## src/rtl/hls_saturation_mul_pipe_pkg.sv

```systemverilog
`default_nettype none
// ============================================================================
// Module      : hls_sat_pkg
// Description : Rounding-mode encodings and the saturating clamp shared by the
//               gain multiplier and the grey-level quantiser.
// Revision    : 1.0 - initial release
// ============================================================================
package hls_sat_pkg;

    localparam int ROUND_TRUNC   = 0;
    localparam int ROUND_HALF_UP = 1;

    typedef struct packed {
        logic        sat;
        logic [63:0] val;
    } sat_res_t;

    // Clamp a sign-extended value into an unsigned or two's-complement field of 'width' bits.
    function automatic sat_res_t sat_clamp(input logic signed [63:0] value,
                                           input int unsigned        width,
                                           input logic               is_signed);
        sat_res_t          res;
        logic signed [63:0] hi;
        logic signed [63:0] lo;
        if (is_signed) begin
            hi = (64'sd1 <<< (width - 1)) - 64'sd1;
            lo = -(64'sd1 <<< (width - 1));
        end else begin
            hi = (64'sd1 <<< width) - 64'sd1;
            lo = 64'sd0;
        end
        res.sat = 1'b0;
        res.val = value;
        if (value > hi) begin
            res.sat = 1'b1;
            res.val = hi;
        end else if (value < lo) begin
            res.sat = 1'b1;
            res.val = lo;
        end
        return res;
    endfunction

endpackage
`default_nettype wire

```

## src/rtl/hls_saturation_mul_core.sv

```systemverilog
`default_nettype none
// ============================================================================
// Module      : hls_saturation_mul_core
// Description : Registered multiplier: operand stage plus DEPTH-1 product regs.
// Revision    : 1.0 - initial release
// ============================================================================
module hls_saturation_mul_core
    import hls_sat_pkg::*;
#(
    parameter int A_WIDTH = 20,
    parameter int B_WIDTH = 8,
    parameter int SIGNED  = 0,
    parameter int DEPTH   = 2
) (
    input  logic                       clk,
    input  logic                       ce,
    input  logic [A_WIDTH-1:0]         a_i,
    input  logic [B_WIDTH-1:0]         b_i,
    output logic [A_WIDTH+B_WIDTH-1:0] p_o
);

    localparam int   PW  = A_WIDTH + B_WIDTH;
    localparam logic SGN = (SIGNED != 0);

    logic [A_WIDTH-1:0] a_q;
    logic [B_WIDTH-1:0] b_q;
    logic [PW-1:0]      a_ext;
    logic [PW-1:0]      b_ext;
    logic [PW-1:0]      prod;

    always_ff @(posedge clk) begin
        if (ce) begin
            a_q <= a_i;
            b_q <= b_i;
        end
    end

    // Extending both operands to full width makes the modular product exact for either signedness.
    assign a_ext = {{B_WIDTH{SGN & a_q[A_WIDTH-1]}}, a_q};
    assign b_ext = {{A_WIDTH{SGN & b_q[B_WIDTH-1]}}, b_q};
    assign prod  = a_ext * b_ext;

    generate
        if (DEPTH == 1) begin : g_comb
            assign p_o = prod;
        end else begin : g_retime
            logic [PW-1:0] p_q [DEPTH-1];
            always_ff @(posedge clk) begin
                if (ce) begin
                    p_q[0] <= prod;
                    for (int i = 1; i < DEPTH - 1; i++) begin
                        p_q[i] <= p_q[i-1];
                    end
                end
            end
            assign p_o = p_q[DEPTH-2];
        end
    endgenerate

endmodule
`default_nettype wire

```

## src/rtl/hls_saturation_mul_pipe.sv

```systemverilog
`default_nettype none
// ============================================================================
// Module      : hls_saturation_mul_pipe
// Description : Pipelined gain multiply with shift, round and saturate; valid/ready stall.
// Revision    : 1.0 - initial release
// ============================================================================
module hls_saturation_mul_pipe
    import hls_sat_pkg::*;
#(
    parameter int A_WIDTH    = 20,
    parameter int B_WIDTH    = 8,
    parameter int OUT_WIDTH  = 8,
    parameter int SHIFT      = 12,
    parameter int NUM_STAGE  = 3,
    parameter int SIGNED     = 0,
    parameter int ROUND_MODE = 1
) (
    input  logic                 ap_clk,
    input  logic                 ap_rst,
    input  logic                 in_valid,
    output logic                 in_ready,
    input  logic [A_WIDTH-1:0]   din0,
    input  logic [B_WIDTH-1:0]   din1,
    output logic                 out_valid,
    input  logic                 out_ready,
    output logic [OUT_WIDTH-1:0] dout,
    output logic                 out_sat
);

    localparam int   PW  = A_WIDTH + B_WIDTH;
    localparam int   EW  = PW + 1;
    localparam logic SGN = (SIGNED != 0);
    localparam logic [EW-1:0] RND =
        (ROUND_MODE == ROUND_HALF_UP && SHIFT > 0) ? (EW'(1) << (SHIFT > 0 ? SHIFT - 1 : 0)) : '0;

    logic                 stall;
    logic [NUM_STAGE-1:0] valid_q;
    logic [NUM_STAGE-1:0] valid_d;
    logic [OUT_WIDTH-1:0] dout_q;
    logic [OUT_WIDTH-1:0] dout_d;
    logic                 sat_q;
    logic                 sat_d;
    logic [PW-1:0]        prod;
    logic [EW-1:0]        w_sum;
    logic signed [EW-1:0] w_sum_s;
    logic signed [EW-1:0] w_shr_s;
    logic [EW-1:0]        w_r;
    logic [63:0]          w_r64;
    sat_res_t             w_clamp;
    logic                 w_unused_bits;

    assign stall     = valid_q[NUM_STAGE-1] & ~out_ready;
    assign in_ready  = ~stall;
    assign out_valid = valid_q[NUM_STAGE-1];
    assign dout      = dout_q;
    assign out_sat   = sat_q;

    hls_saturation_mul_core #(
        .A_WIDTH (A_WIDTH),
        .B_WIDTH (B_WIDTH),
        .SIGNED  (SIGNED),
        .DEPTH   (NUM_STAGE - 1)
    ) u_core (
        .clk (ap_clk),
        .ce  (~stall),
        .a_i (din0),
        .b_i (din1),
        .p_o (prod)
    );

    // One guard bit above the product absorbs the rounding constant.
    assign w_sum   = {SGN & prod[PW-1], prod} + RND;
    assign w_sum_s = w_sum;
    assign w_shr_s = w_sum_s >>> SHIFT;

    always_comb begin
        w_r = w_sum >> SHIFT;
        if (SGN) begin
            w_r = w_shr_s;
        end
    end

    assign w_r64         = {{(64 - EW){SGN & w_r[EW-1]}}, w_r};
    assign w_clamp       = sat_clamp(w_r64, OUT_WIDTH, SGN);
    assign dout_d        = w_clamp.val[OUT_WIDTH-1:0];
    assign sat_d         = w_clamp.sat;
    assign w_unused_bits = ^w_clamp.val[63:OUT_WIDTH];

    assign valid_d = {valid_q[NUM_STAGE-2:0], in_valid};

    always_ff @(posedge ap_clk) begin
        if (ap_rst) begin
            valid_q <= '0;
            dout_q  <= '0;
            sat_q   <= 1'b0;
        end else if (!stall) begin
            valid_q <= valid_d;
            // Bubbles leave the result register alone so dout only changes with real samples.
            if (valid_q[NUM_STAGE-2]) begin
                dout_q <= dout_d;
                sat_q  <= sat_d;
            end
        end
    end

endmodule
`default_nettype wire

```

## config.mk

```make
export PLATFORM = sky130hd
export DESIGN_NAME = hls_saturation_mul_pipe
export DESIGN_NICKNAME = d
export VERILOG_FILES = /design/src/rtl/hls_saturation_mul_pipe_pkg.sv /design/src/rtl/hls_saturation_mul_core.sv /design/src/rtl/hls_saturation_mul_pipe.sv
export SDC_FILE = /design/constraint.sdc
export NUM_CORES = 1
export LEC_CHECK = 0
export BUFFER_PORTS_ARGS = -buffer_cell sky130_fd_sc_hd__buf_2
export CAP_MARGIN = 20
export CORE_MARGIN = 2
export CORE_UTILIZATION = 57
export DETAILED_ROUTE_END_ITERATION = 10
export MAX_ROUTING_LAYER = met4
export PLACE_DENSITY_LB_ADDON = 0.12
export SYNTH_ARGS = -nofsm -noshare
export SYNTH_HDL_FRONTEND = slang
export SYNTH_SLANG_ARGS = --single-unit
```

## constraint.sdc

```tcl
create_clock -name ap_clk -period 4.7 [get_ports ap_clk]
set_input_delay 0.235 -clock ap_clk [delete_from_list [all_inputs] [get_ports ap_clk]]
set_output_delay 0.235 -clock ap_clk [all_outputs]
set_load 0.01 [all_outputs]
```

Word-level counts from Yosys, hierarchy flattened
Memories as Yosys holds them, arrays and structs flattened.
Cells that the tools add are included.
- input bits: 32
- output and inout bits: 11
- register bits: 40
- RAM bits: 28
- logic and storage cells: 17
- memories: 1
- memory list (name ; words ; width ; read ports ; clocked after Yosys merged registers in ; wr ports ; RTL line ; RTL):
    u_core.g_retime.p_q ; 1 ; 28 ; 1 ; 0 ; 1 ; hls_saturation_mul_core.sv:47 ; logic [PW-1:0] p_q [DEPTH-1];
- order comparisons: 2
- $add $sub $neg: 1
- multiplexer cells: 3
- reductions and logical operators: 1
- multiply operators: 1
- bitwise operators: 3
- operators with widths (kind ; number):
    65-bit two-way mux ; 2
    28-bit by 12-bit adder with 29-bit output (second input constant) ; 1
    20-bit by 8-bit multiplier with 28-bit output ; 1
    17-bit by 8-bit greater-than comparator with 1-bit output (second input constant) ; 1
    17-bit by 1-bit less-than comparator with 1-bit output (second input constant) ; 1
    1-bit inverter ; 2
    2-bit AND reduction ; 1
    1-bit AND ; 1
    1-bit two-way mux ; 1

Depth between registers and ports, before layout
An unclocked memory read counts as a cell.
- depth in word-level cells: 5
- mapped depth: 18
- depth with buffers taken out: 16

By module
From an unflattened synthesis, not the netlist that was laid out.
- cells, all modules: 754
- area, all modules: 7619.8 um^2
- modules (own cells, without submodules) (module ; instances ; sequential area each (um^2) ; area each (um^2) ; cells each):
    hls_saturation_mul_core ; 1 ; 1681.6 ; 6829.0 ; 662
    hls_saturation_mul_pipe ; 1 ; 240.2 ; 790.8 ; 92

Worst setup path before layout
Ideal clock, no wire load.
- path type: register to register
- from: register u_core.b_q[7]
- to: memory u_core.g_retime.p_q[0][27] in the netlist's numbering (data pin)
- path buffers: 1
- arrival: 4365 ps
- cell stages (with the launch flop): 16
- data required time: 4526 ps
- library setup time: 174 ps
- setup slack: 161 ps
- clock period less this slack: 4539 ps
- cells stage by stage: edfxtp_1 > clkbuf_1 > and2_1 > fa_1 > fa_1 > fa_1 > inv_1 > fa_1 > inv_1 > ha_1 > a21oi_1 > o211ai_1 > a211o_1 > a41oi_1 > nor2_1 > a311oi_1
- cells in the longest elaborated chain, start to end: 1
- ends and longest elaborated chain (item ; RTL line ; RTL):
    from (decl) ; hls_saturation_mul_core.sv:26 ; logic [B_WIDTH-1:0] b_q;
    from (signal assigned) ; hls_saturation_mul_core.sv:34 ; b_q <= b_i;
    20-bit by 8-bit multiplier with 28-bit output ; hls_saturation_mul_core.sv:41 ; assign prod = a_ext * b_ext;
    net u_core.prod[27] ; hls_saturation_mul_core.sv:29 ; logic [PW-1:0] prod;
    to (decl) ; hls_saturation_mul_core.sv:47 ;
The timed path passes the listed nets, and every way through them passes these cells.

Final worst setup path
- from: register u_core.b_q[5]
- to: memory u_core.g_retime.p_q[0][25] in the netlist's numbering (data pin)
The elaborated chain is that of the path after synthesis.

==> impl_results.md <==
* Total Wirelength at 16600 um
* Core footprint at 12100 um^2
* Top Ports at 43
* Number of remaining DRC errors at 0
* Worst EP arrival at 4.73 ns
* Worst R2R Start: u_core.b_q[5]
* Lkg Pwr at 4.10 nW
* VDD IR max at 0.491 mV
* H-tree depth at 3
* Slew @ Worst Pin at 0.691 ns
* Critical-path cell with the highest stage delay: fa_1
* Top delay family on crit path: adder cells
* Post-DP Area at 7880 um^2
* Top FF cell, synth: edfxtp_1
* Final Cell Area at 8790 um^2
* Die ar. at 13400 um^2
* Max Cap Viol at 0
* CTS tree: done
* Post-Synthesis Net Count at 926
* Routed length per placed instance at 16.2 um
* Crit-path most repeated cell: fa_1
* Final Slew Violations at 0
* Vias/cell at 5.41
* Drt initial violations at 284
* HP Start: din0[17]
* Final WS setup at 0.0480 ns
* Post-synth EDFFs at 45
* # setup viols final at 0
* Relative slew slack at 0.539
* Synth warnings at 0
* Outcome: completed
* Pre-CTS WS at -0.172 ns
* GPL Wtd Cong at 0.879
* Fin crit period at 4.65 ns
* P&R area growth vs syn at 23.6%
* Post-synthesis sequential area ratio at 0.224
* First-pass GRT wire length at 26700 um
* Total CTS buffers at 9
* Hold Path End: u_core.a_q[17]
* Most common cell after layout, fill and taps aside: inv_1
* RR Endpoint: u_core.g_retime.p_q[0][25]
* Share of cells above drive strength 1 at 0.252
* Die width at 116 um
* CP Buf/Inv Count at 5
* Register bit total from synthesis at 57
* Clk sinks at 57
* CP peak stage delay at 0.55 ns
* Required time worst endpoint at 4.78 ns
* Setup repair after global routing missed its margin: yes
* Post-route ant nets at 0
* Layout Skew at 0.00714 ns
* Worst Hold Depth at 1
* Post-synthesis instance area at 7110 um^2
* Setup crit end kind: register
* CTS Root Buffer Type: clkbuf_16
* Grt total ovfl at 0
* R2R Setup Slk at 0.05 ns
* Post-synthesis async set-or-reset flop share at 0
* Unique masters post-synth at 50
* Via count at 5547
* Final hold violations at 0
* Post-DP HPWL at 12300 um
* Hold buffer count at CTS at 0
* Cells on worst reg2reg path at 16
* Clock-pin transition on the worst setup and hold timing paths at 0.06 ns
* Rows at 40
* Total power at 0.00619 W
* Vias in the first global route at 5794
* GRT Util Overall at 0.267
* PwrDens at 704 nW/um^2
* Max Fclk at 0.215 GHz
* Final Util at 0.726
* Initial antenna violation count at 0
* Commonest cells after routing, fill and taps aside: 121 x inv_1, 101 x fa_1, 97 x and2_1, 80 x nand2_1, 71 x buf_4
* Worst Path Max Fanout at 7
* Initial core utilization at 0.587
* Port Buffer Count at 42
* Kind of critical path: register to register
* Hold WC Path Type: primary input to register
* Critical path cell sequence: buf_6, buf_4, and2_1, fa_1, inv_1, fa_1, fa_1, fa_1, inv_1, ha_4, buf_4, a311oi_4, o21ai_2, a31oi_2, o41ai_2, xor2_1
* Final nets at 1037
* Bufs on Longest Clock Path at 2
* Syn avg cell area at 9.60 um^2
* Die Ht at 116 um
* Syn Inst Count at 741
* Inserted Diodes at 0
* Crit share post-route at 0.990
* Pre-antenna DRT Iters at 4
* Crit start category: register
* Largest net degree at the start of global routing at 52
* Clock Latency Late Sink at 0.34 ns
## synthesized netlist by cell type, types with 9 or more instances
library cell  instances  area share
a21o_1               11       0.012
edfxtp_1             45        0.19
inv_1               123       0.065
nand3_1              10      0.0070
xor2_1               17       0.021
o21ai_0              14      0.0099
nand4_1               9      0.0079
dfxtp_1              12       0.034
nand2_1              84       0.044
clkbuf_1             24       0.013
and2_1              106       0.093
nor2_1               31       0.016
a21oi_1              23       0.016
ha_1                 46       0.081
fa_1                107        0.30
## metrics by stage
stage                     setup TNS, ns  std cells  hold slack (ns)
after detailed placement         -0.485        983            0.413
after global placement          -0.0296        983            0.412
after global routing             -0.265       1025           0.0538
after CTS                      -0.00237       1008           0.0577
final                                 0       1025           0.0624
after floorplan                       0        741            0.308
## worst max-delay path by stage
stage | endpoint | slack (ns) | cells after the start | start
floorplan | u_core.g_retime.p_q[0][27] | 0.16 | 15 | u_core.b_q[7]
global placement | u_core.g_retime.p_q[0][27] | -0.03 | 16 | u_core.b_q[4]
detailed placement | u_core.g_retime.p_q[0][27] | -0.17 | 14 | u_core.b_q[7]
CTS | u_core.g_retime.p_q[0][27] | -0.002 | 15 | u_core.b_q[7]
global route | u_core.g_retime.p_q[0][22] | -0.06 | 18 | u_core.b_q[5]
finish | u_core.g_retime.p_q[0][25] | 0.05 | 16 | u_core.b_q[5]
## registers in the layout (all words and copies together) (netlist names)
register / cells
u_core.a_q: 20
dout: 8
valid_q: 3
u_core.g_retime.p_q: 17
out_sat: 1
u_core.b_q: 8
## power by group
| part | total, W | switching (W) | internal, W |
|---|---|---|---|
| sequential | 0.000880 | 0.000109 | 0.000770 |
| combinational | 0.00468 | 0.00246 | 0.00222 |
| clock | 0.000630 | 0.000258 | 0.000372 |
## cell families after synthesis
family / share of synthesized area
adder cells (fa/ha/maj): 0.382
flip-flops: 0.224
buffers and inverters: 0.0807
XOR/XNOR: 0.0308
AO/OA/AOI/OAI: 0.0881
multiplexers: 0.00440
AND/OR/NAND/NOR: 0.190
## worst reg2reg max path, cell delays in order, from the launching register on
cell and delay (ns):
edfxtp_1 0.44, buf_6 0.16, buf_4 0.16, and2_1 0.15
fa_1 0.49, inv_1 0.06, fa_1 0.55, fa_1 0.43
fa_1 0.54, inv_1 0.07, ha_4 0.26, buf_4 0.17
a311oi_4 0.33, o21ai_2 0.09, a31oi_2 0.22, o41ai_2 0.11
xor2_1 0.15
## final cells by class
type                            instances  area (um^2)
Clock inverter                          6         40.0
Clock buffer                           10          239
Tap cell                              168          210
Timing Repair Buffer                  129          905
Sequential cell                        57         1590
Multi-Input combinational cell        532         5350
Fill cell                             927         3320
Inverter                              123          462
## what timing repair did
item	in CTS	in global routing
endpoints found under the setup margin	7	15
buffers inserted	9	17
resized for setup	17	78
pin swaps	15	56
gates cloned	0	0
## layer usage
metal / vias up / wire [um] / global-route usage / share of wire
li1: 2588 / - / - / -
met1: 2798 / 6610 / 0.311 / 0.40
met2: 130 / 9010 / 0.473 / 0.54
met3: 31 / 636 / 0.0445 / 0.038
met4: 0 / 360 / 0.0841 / 0.022
met5: - / 0 / - / 0
Power figures use the tool's default switching activity.
